==> config.mk <==
export PLATFORM = sky130hd
export DESIGN_NAME = bcd_stopwatch_2dig
export DESIGN_NICKNAME = d
export VERILOG_FILES = /design/src/rtl/bcd_stopwatch_2dig.sv
export SDC_FILE = /design/constraint.sdc
export NUM_CORES = 1
export LEC_CHECK = 0
export ABC_CLOCK_PERIOD_IN_PS = 2600
export CORE_MARGIN = 2
export CORE_UTILIZATION = 60
export CTS_CLUSTER_SIZE = 12
export DETAILED_ROUTE_END_ITERATION = 10
export PLACE_DENSITY = 0.79
export SLEW_MARGIN = 20
export SYNTH_ARGS = -nofsm -noshare
export SYNTH_HDL_FRONTEND = slang
export SYNTH_SLANG_ARGS = --single-unit
==> constraint.sdc <==
create_clock -name clk -period 2.6 [get_ports clk]
set_clock_uncertainty 0.2 [all_clocks]
set_input_delay 0.52 -clock clk [delete_from_list [all_inputs] [get_ports clk]]
set_output_delay 0.52 -clock clk [all_outputs]
set_load 0.005 [all_outputs]
==> src/rtl/bcd_stopwatch_2dig.sv <==
// Two-digit BCD stopwatch: debounced start/stop and clear buttons, up/down
// counting at a prescaled tick rate, with a wrap pulse on 99<->00 transitions.
module bcd_stopwatch_2dig #(
    parameter int DEB_DIV  = 16000,
    parameter int TICK_DIV = 16000000
) (
    input  logic       clk,
    input  logic       rst,
    input  logic       btn_ss,
    input  logic       btn_clr,
    input  logic       dir,
    output logic [3:0] d0,
    output logic [3:0] d1,
    output logic       running,
    output logic       tc
);
    localparam int DEB_W  = (DEB_DIV  > 1) ? $clog2(DEB_DIV)  : 1;
    localparam int TICK_W = (TICK_DIV > 1) ? $clog2(TICK_DIV) : 1;

    localparam logic [1:0] IDLE  = 2'd0;
    localparam logic [1:0] RUN   = 2'd1;
    localparam logic [1:0] PAUSE = 2'd2;

    // Bit 0 = start/stop, bit 1 = clear, bit 2 = direction
    logic [2:0] raw_in;
    logic [2:0] sync1_reg;
    logic [2:0] sync2_reg;

    assign raw_in = {dir, btn_clr, btn_ss};

    always_ff @(posedge clk) begin
        if (rst) begin
            sync1_reg <= '0;
            sync2_reg <= '0;
        end else begin
            sync1_reg <= raw_in;
            sync2_reg <= sync1_reg;
        end
    end

    logic [DEB_W-1:0] deb_cnt_reg;
    logic             deb_en;
    logic             sample_valid_reg;

    assign deb_en = (deb_cnt_reg == DEB_W'(DEB_DIV - 1));

    always_ff @(posedge clk) begin
        if (rst) begin
            deb_cnt_reg      <= '0;
            sample_valid_reg <= 1'b0;
        end else if (deb_en) begin
            deb_cnt_reg      <= '0;
            sample_valid_reg <= 1'b1;
        end else begin
            deb_cnt_reg <= deb_cnt_reg + DEB_W'(1);
        end
    end

    logic [1:0] btn_pulse;

    // A button must be seen confirmed-released before its next press may pulse,
    // so a button held through reset stays silent until pressed again.
    generate
        for (genvar gi = 0; gi < 2; gi++) begin : g_deb
            logic sample_reg;
            logic level_reg;
            logic level_prev_reg;
            logic arm_reg;
            logic pulse_reg;
            logic agree;

            assign agree = sample_valid_reg && (sync2_reg[gi] == sample_reg);

            always_ff @(posedge clk) begin
                if (rst) begin
                    sample_reg     <= 1'b0;
                    level_reg      <= 1'b0;
                    level_prev_reg <= 1'b0;
                    arm_reg        <= 1'b0;
                    pulse_reg      <= 1'b0;
                end else begin
                    level_prev_reg <= level_reg;
                    pulse_reg      <= level_reg & ~level_prev_reg & arm_reg;
                    if (deb_en) begin
                        sample_reg <= sync2_reg[gi];
                        if (agree) begin
                            level_reg <= sync2_reg[gi];
                            if (!sync2_reg[gi]) begin
                                arm_reg <= 1'b1;
                            end
                        end
                    end
                end
            end

            assign btn_pulse[gi] = pulse_reg;
        end
    endgenerate

    logic ss_p;
    logic clr_p;
    logic dir_s;

    assign ss_p  = btn_pulse[0];
    assign clr_p = btn_pulse[1];
    assign dir_s = sync2_reg[2];

    logic [1:0]        state_reg, state_next;
    logic [TICK_W-1:0] tick_cnt_reg, tick_cnt_next;
    logic [3:0]        d0_reg, d0_next;
    logic [3:0]        d1_reg, d1_next;
    logic              tc_reg, tc_next;
    logic              tick;

    assign tick = (state_reg == RUN) && (tick_cnt_reg == TICK_W'(TICK_DIV - 1));

    always_comb begin
        state_next    = state_reg;
        tick_cnt_next = tick_cnt_reg;
        d0_next       = d0_reg;
        d1_next       = d1_reg;
        tc_next       = 1'b0;
        if (clr_p) begin
            state_next    = IDLE;
            tick_cnt_next = '0;
            d0_next       = 4'd0;
            d1_next       = 4'd0;
        end else begin
            case (state_reg)
                IDLE: begin
                    tick_cnt_next = '0;
                    if (ss_p) state_next = RUN;
                end
                RUN: begin
                    tick_cnt_next = tick ? '0 : tick_cnt_reg + TICK_W'(1);
                    if (ss_p) state_next = PAUSE;
                end
                PAUSE: begin
                    if (ss_p) state_next = RUN;
                end
                default: begin
                    state_next    = IDLE;
                    tick_cnt_next = '0;
                end
            endcase

            // Digits advance on the tick even if a stop press lands in the same cycle
            if (tick) begin
                if (!dir_s) begin
                    if (d0_reg >= 4'd9) begin
                        d0_next = 4'd0;
                        if (d1_reg >= 4'd9) begin
                            d1_next = 4'd0;
                            tc_next = 1'b1;
                        end else begin
                            d1_next = d1_reg + 4'd1;
                        end
                    end else begin
                        d0_next = d0_reg + 4'd1;
                    end
                end else begin
                    if (d0_reg == 4'd0 || d0_reg > 4'd9) begin
                        d0_next = 4'd9;
                        if (d1_reg == 4'd0 || d1_reg > 4'd9) begin
                            d1_next = 4'd9;
                            tc_next = 1'b1;
                        end else begin
                            d1_next = d1_reg - 4'd1;
                        end
                    end else begin
                        d0_next = d0_reg - 4'd1;
                    end
                end
            end
        end
    end

    always_ff @(posedge clk) begin
        if (rst) begin
            state_reg    <= IDLE;
            tick_cnt_reg <= '0;
            d0_reg       <= 4'd0;
            d1_reg       <= 4'd0;
            tc_reg       <= 1'b0;
        end else begin
            state_reg    <= state_next;
            tick_cnt_reg <= tick_cnt_next;
            d0_reg       <= d0_next;
            d1_reg       <= d1_next;
            tc_reg       <= tc_next;
        end
    end

    assign d0      = d0_reg;
    assign d1      = d1_reg;
    assign running = (state_reg == RUN);
    assign tc      = tc_reg;

endmodule

==> results by group, run 1 <==
Layout
  – Non-filler cells, final: 485
  – Final nets: 423
  – Design Area, Final: 3779 um^2
  – # diodes: 0
  – Area added between synthesis and finish: 14.52%
  – Largest register FFs: 24
  – Utilization after layout: 0.7260
  – Layout cells sized above 1: 0.08916

Worst setup path
  – Worst setup EP type: primary output
  – CP arrival: 1.66 ns
  – Crit path kind: reg -> out
  – FF-to-FF Start: tick_cnt_reg[0]
  – Worst path buffer plus inverter count: 2
  – WP data required: 1.88 ns
  – R2R setup slack: 0.36 ns
  – Max stage delay cell, worst path: clkdlybuf4s50_1
  – Register-to-Register Path Depth: 6
  – CP max FO: 7
  – CP Launch Type: flop
  – Crit-path max cell delay: 0.53 ns
  – Crit path max-delay family: buffers and inverters
  – Reg-to-Reg End: d0[1]
  – Crit path cell chain: nand2b_1 -> inv_1 -> clkdlybuf4s50_1

Clock tree
  – Total CTS buffers: 9
  – Cts repair resizes: 0
  – Post-CTS Setup Inserts: 0
  – Later-pin clock latency in the skew report: 0.34 ns
  – Root buf cell: clkbuf_8
  – Max clock buf depth: 2
  – Clk sinks: 66
  – H-tree depth: 3
  – CTS tree: done
  – Hold buffer count at CTS: 0
  – Clk slew on worst S/H paths: 0.07 ns

Min path
  – Worst hold path depth: 1
  – Hold path endpoint: sync2_reg[2]
  – Hold wc startpoint: sync1_reg[2]
  – Worst Hold Class: reg -> reg

Placement
  – Inst Count DP: 469
  – Placer Congestion: 0.8691
  – IO Port Bufs: 14
  – Detailed Place HPWL: 4690 um
  – Setup WS pre-CTS: 0.2100 ns
  – Placed cell area: 3503 um^2

Logic synthesis
  – Most frequent cell after synthesis: dfxtp_1
  – Sequential fraction of the synthesis area: 0.4005
  – Async SR Flop Fraction: 0
  – Top-area cell type share of the netlist area: 0.4005
  – Post-synth EDFFs: 0
  – Synthesized net count: 411
  – Synth area leader: dfxtp_1
  – Seq cells post-synth: 66
  – Top_reg_cell synth: dfxtp_1
  – Synth Instances: 398
  – Leading post-synthesis cells by instance count: dfxtp_1, nor2_1, nand2_1
  – Synthesized cell area: 3299 um^2
  – Netlist cell types: 55
  – Syn_area_per_cell: 8.290 um^2
  – Synth area leaders: dfxtp_1, nor2_1, a21oi_1
  – Synth Warn #: 0

Die
  – Chip height: 78.16 um
  – Num rows: 26
  – Die X-Extent: 78.16 um
  – Starting Density: 0.6339
  – Die area: 6108 um^2
  – # IOs: 15
  – Placeable Area: 5205 um^2

Global routing
  – Vias in the first global route: 2686
  – Initial antenna violation count: 0
  – GRT overflow: 0
  – First-pass GRT wire length: 12150 um
  – Total global-route track usage: 0.2455
  – Largest net degree at the start of global routing: 39

Timing
  – RSZ-0062 raised after global routing: no
  – Final Hold Fails: 0
  – Final setup violating endpoints: 0
  – Setup TNS: 0 ns
  – Setup ws final: 0.2179 ns
  – Slew Viols, Final: 0
  – Worst slew pin tran: 0.5848 ns
  – Max Fclk: 419.8 MHz
  – Slew Limit Headroom: 0.6080
  – Min Hold Slack: 0.2429 ns
  – Crit share post-route: 0.9162
  – Min Tclk post-route: 2.382 ns

Route
  – Vias per inst: 5.971
  – Final ANT Viol Nets: 0
  – Post-Route WL: 6900 um
  – Number of DRC markers in iteration 0: 183
  – DRT Pass-1 Iters: 4
  – Wire per inst: 14.23 um
  – DR DRC count: 0
  – DR vias: 2896

Power and ir drop
  – Final Power: 2.221 mW
  – Pwr Density: 587.8 nW/um^2
  – Leak Pwr: 1.337 nW
  – Peak VDD IR: 0.5172 mV

Flow run
  – Max Cap Viol: 0

Outcome
  – Status: complete, no violations
==> cells in the final DEF (no fill, tap or decap), drive strengths merged, types with 3 or more instances in the layout <==
cell type | netlist | final
a31oi | 21 | 21
nand2b | 3 | 3
o21ai | 17 | 17
nand3 | 22 | 22
o22ai | 3 | 3
a22oi | 4 | 4
xnor2 | 7 | 7
a211oi | 5 | 5
nor2b | 11 | 11
nor4 | 7 | 7
and2 | 3 | 3
ha | 8 | 8
clkinv | 1 | 3
nor3b | 5 | 5
and3 | 10 | 10
a41oi | 9 | 9
bufinv | 0 | 4
a21oi | 29 | 29
inv | 14 | 14
clkdlybuf4s50 | 0 | 14
clkbuf | 14 | 10
o21bai | 3 | 3
xor2 | 5 | 5
nand2 | 38 | 38
dfxtp | 66 | 66
nor2 | 41 | 41
mux2i | 9 | 9
buf | 8 | 9
nor3 | 4 | 4
nand4 | 8 | 8
==> metal layers <==
| metal | GRT usage | part of all wire | vias to the layer above |
|---|---|---|---|
| met5 | 0 | 0 | - |
| met4 | 0.09825 | 0.011 | 0 |
| met2 | 0.3991 | 0.49 | 65 |
| li1 | - | - | 1461 |
| met1 | 0.3147 | 0.47 | 1361 |
| met3 | 0.05862 | 0.037 | 9 |
==> worst reg2reg max path: stages, from the launching register on <==
cell and delay [ns]:
dfxtp_1 0.41, ha_1 0.23, nand3_1 0.17, and4bb_2 0.42, and3_1 0.29, mux2_2 0.37, nor2_1 0.09
==> worst max-delay path by stage <==
stage | cells after the start | endpoint | start | slack, ns
final | 3 | running | state_reg[1] | 0.22
after global routing | 3 | running | state_reg[1] | 0.14
after CTS | 3 | running | state_reg[1] | 0.20
after detailed placement | 6 | tick_cnt_reg[14] | rst | 0.21
after global placement | 6 | tick_cnt_reg[23] | rst | 0.31
after floorplan | 7 | d0[1] | tick_cnt_reg[0] | 0.65
==> cells by family after synthesis <==
kind of cell / synth area share
flip-flops: 0.4005
AO/OA/AOI/OAI: 0.1904
multiplexers: 0.03413
buffers and inverters: 0.05081
adder cells (fa/ha/maj): 0.03034
XOR/XNOR: 0.03185
AND/OR/NAND/NOR: 0.2620
==> cell type report <==
| class | count | area (um^2) |
|---|---|---|
| Multi-Input combinational cell | 295 | 1818 |
| Fill cell | 396 | 1426 |
| Sequential cell | 66 | 1321 |
| Timing Repair Buffer | 23 | 220.2 |
| Clock buffer | 10 | 137.6 |
| Clock inverter | 6 | 137.6 |
| Tap cell | 70 | 87.58 |
| Inverter | 15 | 56.30 |
==> report_power, final <==
group          switching (mW)  internal (mW)  leakage (nW)  total, mW
clock                   0.388          0.763         0.137       1.15
combinational          0.0260         0.0203         0.667     0.0464
sequential            0.00505           1.02         0.533       1.02
total                   0.419           1.80          1.34       2.22
(Power assumes the default switching activity.)
==> inputs of run 2 (changes only) <==
--- a/config.mk
+++ b/config.mk
@@ -8,9 +8,10 @@
 export ABC_CLOCK_PERIOD_IN_PS = 2600
 export CORE_MARGIN = 2
 export CORE_UTILIZATION = 60
-export CTS_CLUSTER_SIZE = 12
+export CTS_CLUSTER_SIZE = 25
 export DETAILED_ROUTE_END_ITERATION = 10
 export PLACE_DENSITY = 0.79
+export SKIP_LAST_GASP = 1
 export SLEW_MARGIN = 20
 export SYNTH_ARGS = -nofsm -noshare
 export SYNTH_HDL_FRONTEND = slang
==> constraint.sdc (replaced) <==
create_clock -name clk -period 2.6 [get_ports clk]
set_clock_uncertainty 0.2 [all_clocks]
set_input_delay 0.39 -clock clk [delete_from_list [all_inputs] [get_ports clk]]
set_output_delay 0.39 -clock clk [all_outputs]
set_load 0.005 [all_outputs]
==> run 2 against run 1 <==
Compared with the run above: register-to-register slack better by 0.04 ns; critical path depth is the same; cell count shrank 0.82%; via count fell by 1.5%.
==> results by group, run 2 (synthesis results as in run 1) <==
Clock tree
  – Clk sinks: 66 (unchanged)
  – Hold buffer count at CTS: 0 (unchanged)
  – Post-CTS Setup Inserts: 0 (unchanged)
  – Root buf cell: clkbuf_8 (unchanged)
  – Cts repair resizes: 0 (unchanged)
  – Later-pin clock latency in the skew report: 0.34 ns (about the same)
  – Total CTS buffers: 9 (unchanged)
  – Clk slew on worst S/H paths: 0.07 ns (about the same)
  – H-tree depth: 3 (unchanged)
  – Max clock buf depth: 2 (unchanged)
  – CTS tree: done (unchanged)

Layout
  – Final nets: 419 (was 423)
  – # diodes: 0 (unchanged)
  – Area added between synthesis and finish: 12.17% (was 14.52%)
  – Most common cell after layout, fill and taps aside: dfxtp_1 (unchanged)
  – Layout cells sized above 1: 0.08029 (was 0.08916)
  – Largest register FFs: 24 (unchanged)
  – Commonest cells after routing, fill and taps aside: dfxtp_1, nor2_1, nand2_1, a21oi_1 (unchanged)
  – Non-filler cells, final: 481 (was 485)
  – Design Area, Final: 3701 um^2 (was 3779 um^2)

Placement
  – Placer Congestion: 0.8396 (was 0.8691)
  – Inst Count DP: 465 (was 469)
  – IO Port Bufs: 14 (unchanged)
  – Placed cell area: 3473 um^2 (was 3503 um^2)
  – Detailed Place HPWL: 4548 um (was 4690 um)

Worst setup path
  – Register-to-Register Path Depth: 6 (unchanged)
  – Worst setup EP type: primary output (unchanged)
  – CP Launch Type: flop (unchanged)
  – Crit path kind: reg -> out (unchanged)
  – R2R setup slack: 0.40 ns (was 0.36 ns)
  – Reg-to-Reg End: tc (was d0[1])
  – WP data required: 2.01 ns (was 1.88 ns)
  – CP arrival: 1.66 ns (about the same)
  – FF-to-FF Start: tick_cnt_reg[0] (unchanged)
  – CP max FO: 7 (unchanged)

Die
  – Starting Density: 0.6339 (unchanged)
  – Die area: 6108 um^2 (unchanged)
  – Die X-Extent: 78.16 um (unchanged)
  – Placeable Area: 5205 um^2 (unchanged)
  – Chip height: 78.16 um (unchanged)
  – Num rows: 26 (unchanged)
  – # IOs: 15 (unchanged)

Global routing
  – Vias in the first global route: 2657 (was 2686)
  – Total global-route track usage: 0.2342 (was 0.2455)
  – Initial antenna violation count: 0 (unchanged)
  – First-pass GRT wire length: 11720 um (was 12150 um)
  – GRT overflow: 0 (unchanged)
  – Largest net degree at the start of global routing: 39 (unchanged)

Route
  – Number of DRC markers in iteration 0: 192 (was 183)
  – DRT met1 WL: 3125 um (was 3212 um)
  – Final ANT Viol Nets: 0 (unchanged)
  – Met3 WL: 280 um (was 254 um)
  – Post-Route WL: 6509 um (was 6900 um)
  – Wire per inst: 13.53 um (was 14.23 um)
  – DRT Pass-1 Iters: 4 (unchanged)
  – DR DRC count: 0 (unchanged)
  – Vias per inst: 5.933 (was 5.971)
  – DR top layer: met4 (unchanged)
  – DR vias: 2854 (was 2896)
  – Wire length on met2: 3042 um (was 3357 um)

Timing
  – Slew Limit Headroom: 0.6073 (was 0.6080)
  – Min Hold Slack: 0.2467 ns (was 0.2429 ns)
  – Crit share post-route: 0.8648 (was 0.9162)
  – Final setup violating endpoints: 0 (unchanged)
  – Max Fclk: 444.7 MHz (was 419.8 MHz)
  – Worst slew pin tran: 0.5858 ns (was 0.5848 ns)
  – Final Hold Fails: 0 (unchanged)
  – RSZ-0062 raised after global routing: no (unchanged)
  – Setup TNS: 0 ns (unchanged)
  – Min Tclk post-route: 2.248 ns (was 2.382 ns)
  – Slew Viols, Final: 0 (unchanged)

Outcome
  – Status: complete, no violations (unchanged)

Power and ir drop
  – Pwr Density: 548.3 nW/um^2 (was 587.8 nW/um^2)
  – Combinational share of power: 0.021 (about the same)
  – Sw frac: 0.2092 (was 0.1885)
  – Peak VDD IR: 0.6852 mV (was 0.5172 mV)
  – Seq pwr share: 0.506 (was 0.461)
  – Internal power: 1.605 mW (was 1.803 mW)
  – Switch Pwr: 424.6 uW (was 418.7 uW)
  – Clock share of power: 0.473 (was 0.518)
  – Leak Pwr: 1.291 nW (was 1.337 nW)

Min path
  – Hold path endpoint: sync2_reg[1] (was sync2_reg[2])
  – Worst Hold Class: reg -> reg (unchanged)
  – Worst hold path depth: 1 (unchanged)
  – Hold wc startpoint: sync1_reg[1] (was sync1_reg[2])

Flow run
  – Max Cap Viol: 0 (unchanged)
==> run 2: cell type report <==
type | count | area (um^2)
multi-input combinational | 295 | 1818
fill | 418 | 1504
sequential | 66 | 1321
timing repair buffer | 19 | 190.2
clock buffer | 10 | 137.6
clock inverter | 6 | 90.09
tap | 70 | 87.58
inverter | 15 | 56.30
==> run 2: power by group through the flow <==
stage / Clock [mW] / Combinational, mW / Sequential [mW]
global placement: 0 / 0.0414 / 1.05
finish: 0.960 / 0.0422 / 1.03
CTS: 0.981 / 0.0424 / 1.03
global route: 1.03 / 0.0485 / 1.03
detailed placement: 0 / 0.0421 / 1.05
floorplan: 0 / 0.0322 / 1.05
==> run 2: worst max-delay path by stage <==
stage,startpoint,end,slack [ns]
2_1_floorplan,tick_cnt_reg[0],d0[1],0.65
3_3_place_gp,rst,tick_cnt_reg[21],0.43
3_5_place_dp,rst,tick_cnt_reg[23],0.37
4_1_cts,state_reg[1],running,0.34
5_1_grt,d0[0],tc,0.21
6_report,state_reg[1],running,0.35
==> run 2: critical path, cell delays in order (launching register included) <==
cell and delay, ns:
dfxtp_1 0.30, nand2b_1 0.28, inv_1 0.22, clkdlybuf4s50_1 0.53
==> run 2: layer usage <==
| metal | vias up | global-route usage |
|---|---|---|
| li1 | 1467 | - |
| met1 | 1313 | 0.3031 |
| met2 | 66 | 0.3784 |
| met3 | 8 | 0.07241 |
| met4 | 0 | 0.06667 |
| met5 | - | 0 |
==> run 2: metrics by stage <==
stage | worst slack [ns] | util | total power, mW
6_report | 0.3515 | 0.7111 | 2.029
5_1_grt | 0.2112 | 0.7111 | 2.102
2_1_floorplan | 0.6467 | - | 1.078
3_5_place_dp | 0.3703 | 0.6673 | 1.092
4_1_cts | 0.3426 | 0.7111 | 2.050
3_3_place_gp | 0.4336 | 0.6673 | 1.091
==> inputs of run 3 (changes only) <==
--- a/config.mk
+++ b/config.mk
@@ -7,10 +7,9 @@
 export LEC_CHECK = 0
 export ABC_CLOCK_PERIOD_IN_PS = 2600
 export CORE_MARGIN = 2
-export CORE_UTILIZATION = 60
+export CORE_UTILIZATION = 45
 export CTS_CLUSTER_SIZE = 25
 export DETAILED_ROUTE_END_ITERATION = 10
-export PLACE_DENSITY = 0.79
 export SKIP_LAST_GASP = 1
 export SLEW_MARGIN = 20
 export SYNTH_ARGS = -nofsm -noshare
==> run 3 against run 2 <==
Compared with the run above: cell area increased by 0.47%; utilization decreased by 19 points; via count decreased by 0.77%; global-route usage decreased by 4.8 points; critical path depth unchanged; clock power decreased by 19%; maximum frequency decreased by 2.5%; count of clock-buffer cells in the layout decreased by 1; non-clock buffer count increased by 4; first-iteration DRC count decreased by 44%.
==> results by group, run 3 (synthesis results as in run 1) <==
Outcome
  – Status: complete, no violations (unchanged)

Clock tree
  – Clk sinks: 66 (unchanged)
  – Post-CTS Setup Inserts: 0 (unchanged)
  – Hold buffer count at CTS: 0 (unchanged)
  – Max clock buf depth: 2 (unchanged)
  – Later-pin clock latency in the skew report: 0.35 ns (was 0.34 ns)
  – Root buf cell: clkbuf_8 (unchanged)
  – Total CTS buffers: 9 (unchanged)
  – Clk slew on worst S/H paths: 0.07 ns (about the same)
  – H-tree depth: 3 (unchanged)
  – CTS tree: done (unchanged)
  – Cts repair resizes: 0 (unchanged)

Global routing
  – Total global-route track usage: 0.1862 (was 0.2342)
  – Vias in the first global route: 2517 (was 2657)
  – Initial antenna violation count: 0 (unchanged)
  – Largest net degree at the start of global routing: 39 (unchanged)
  – First-pass GRT wire length: 11660 um (was 11720 um)
  – GRT overflow: 0 (unchanged)

Layout
  – Most common cell after layout, fill and taps aside: dfxtp_1 (unchanged)
  – Design Area, Final: 3719 um^2 (was 3701 um^2)
  – Area added between synthesis and finish: 12.70% (was 12.17%)
  – Utilization after layout: 0.5182 (was 0.7111)
  – Area of the multi-input gates: 1818 um^2 (unchanged)
  – Layout cells sized above 1: 0.08916 (was 0.08029)
  – Final nets: 423 (was 419)
  – # diodes: 0 (unchanged)
  – Largest register FFs: 24 (unchanged)
  – Filler Cell Count: 686 (was 418)
  – Register area: 1321 um^2 (unchanged)
  – Commonest cells after routing, fill and taps aside: dfxtp_1, nor2_1, nand2_1, a21oi_1 (unchanged)

Power and ir drop
  – Pwr Density: 497.2 nW/um^2 (was 548.3 nW/um^2)
  – Combinational share of power: 0.024 (was 0.021)
  – Peak VDD IR: 0.4202 mV (was 0.6852 mV)
  – Final Power: 1.849 mW (was 2.029 mW)
  – Clock share of power: 0.421 (was 0.473)
  – Seq pwr share: 0.554 (was 0.506)
  – Sw frac: 0.2482 (was 0.2092)
  – Internal power: 1.390 mW (was 1.605 mW)
  – Switch Pwr: 458.8 uW (was 424.6 uW)
  – Leak Pwr: 1.286 nW (was 1.291 nW)

Timing
  – Slew Limit Headroom: 0.5935 (was 0.6073)
  – Worst slew pin tran: 0.6065 ns (was 0.5858 ns)
  – Setup ws final: 0.2936 ns (was 0.3515 ns)
  – RSZ-0062 raised after global routing: no (unchanged)
  – Setup TNS: 0 ns (unchanged)
  – Final Hold Fails: 0 (unchanged)
  – Slew Viols, Final: 0 (unchanged)
  – Max Fclk: 433.6 MHz (was 444.7 MHz)
  – Crit share post-route: 0.8871 (was 0.8648)
  – Final setup violating endpoints: 0 (unchanged)
  – Min Tclk post-route: 2.306 ns (was 2.248 ns)

Min path
  – Worst Hold Class: reg -> reg (unchanged)

Route
  – Number of DRC markers in iteration 0: 108 (was 192)
  – DRT Pass-1 Iters: 4 (unchanged)
  – DR DRC count: 0 (unchanged)
  – Wire per inst: 13.19 um (was 13.53 um)
  – DR vias: 2832 (was 2854)
  – Final ANT Viol Nets: 0 (unchanged)
  – Vias per inst: 5.510 (was 5.933)
  – Post-Route WL: 6781 um (was 6509 um)

Die
  – Die X-Extent: 89.63 um (was 78.16 um)
  – Die area: 8033 um^2 (was 6108 um^2)
  – Num rows: 31 (was 26)
  – Chip height: 89.63 um (was 78.16 um)
  – Starting Density: 0.4598 (was 0.6339)
  – Placeable Area: 7176 um^2 (was 5205 um^2)
  – # IOs: 15 (unchanged)

Placement
  – IO Port Bufs: 14 (unchanged)
  – Setup WS pre-CTS: 0.4059 ns (was 0.3703 ns)
  – Placer Congestion: 0.8144 (was 0.8396)
  – Detailed Place HPWL: 4700 um (was 4548 um)
  – Placed cell area: 3540 um^2 (was 3473 um^2)

Worst setup path
  – WP data required: 2.01 ns (about the same)
  – CP max FO: 7 (unchanged)
  – CP Launch Type: flop (unchanged)
  – CP arrival: 1.72 ns (was 1.66 ns)
  – Crit path kind: reg -> out (unchanged)
  – Worst setup EP type: primary output (unchanged)

Flow run
  – Max Cap Viol: 0 (unchanged)
run 3: changes by cell type in the layout (fill, tap and decap cells not counted):
cell        change
buf_4           +4
bufinv_16       -2
clkbuf_8        -1
clkinv_4        +1
clkinvlp_4      +1
inv_6           +1
run 3: worst paths after layout:
kind	start	endpoint	slack, ns	depth (start not counted)
max	state_reg[1]	running	0.29	3
min	sync1_reg[2]	sync2_reg[2]	0.24	1
max reg2reg	tick_cnt_reg[0]	tc	0.44	6
min reg2reg	sync1_reg[2]	sync2_reg[2]	0.24	1
run 3: cell type report:
class	count	area share
Multi-Input combinational cell	295	0.4889
Sequential cell	66	0.3553
Clock inverter	7	0.01480
Tap cell	99	0.03331
Timing Repair Buffer	23	0.05922
Clock buffer	9	0.03331
Inverter	15	0.01514
run 3: worst max-delay path, cell delays in order (launching register included):
cell and delay [ns]:
dfxtp_1 0.31, nand2b_1 0.28, inv_1 0.23, clkdlybuf4s50_1 0.56
run 3: routing by layer:
| layer | up-vias | GRT usage | wire length [um] |
|---|---|---|---|
| li1 | 1459 | - | - |
| met1 | 1310 | 0.2447 | 3345 |
| met2 | 54 | 0.2908 | 3023 |
| met3 | 9 | 0.06033 | 320 |
| met4 | 0 | 0.05970 | 91 |
| met5 | - | 0 | 0 |
run 3: power by group through the flow:
| stage | Combinational, mW | Clock [mW] | Sequential (mW) |
|---|---|---|---|
| floorplan | 0.0322 | 0 | 1.05 |
| global placement | 0.0451 | 0 | 1.05 |
| detailed placement | 0.0447 | 0 | 1.05 |
| CTS | 0.0449 | 0.811 | 1.03 |
| global route | 0.0506 | 0.842 | 1.03 |
| finish | 0.0447 | 0.779 | 1.03 |
run 3: metrics by stage:
stage          std cells  hold slack (ns)
4_1_cts              514           0.2421
2_1_floorplan        398           0.2138
3_5_place_dp         498           0.2239
6_report             514           0.2379
5_1_grt              514           0.2654
3_3_place_gp         498           0.2188
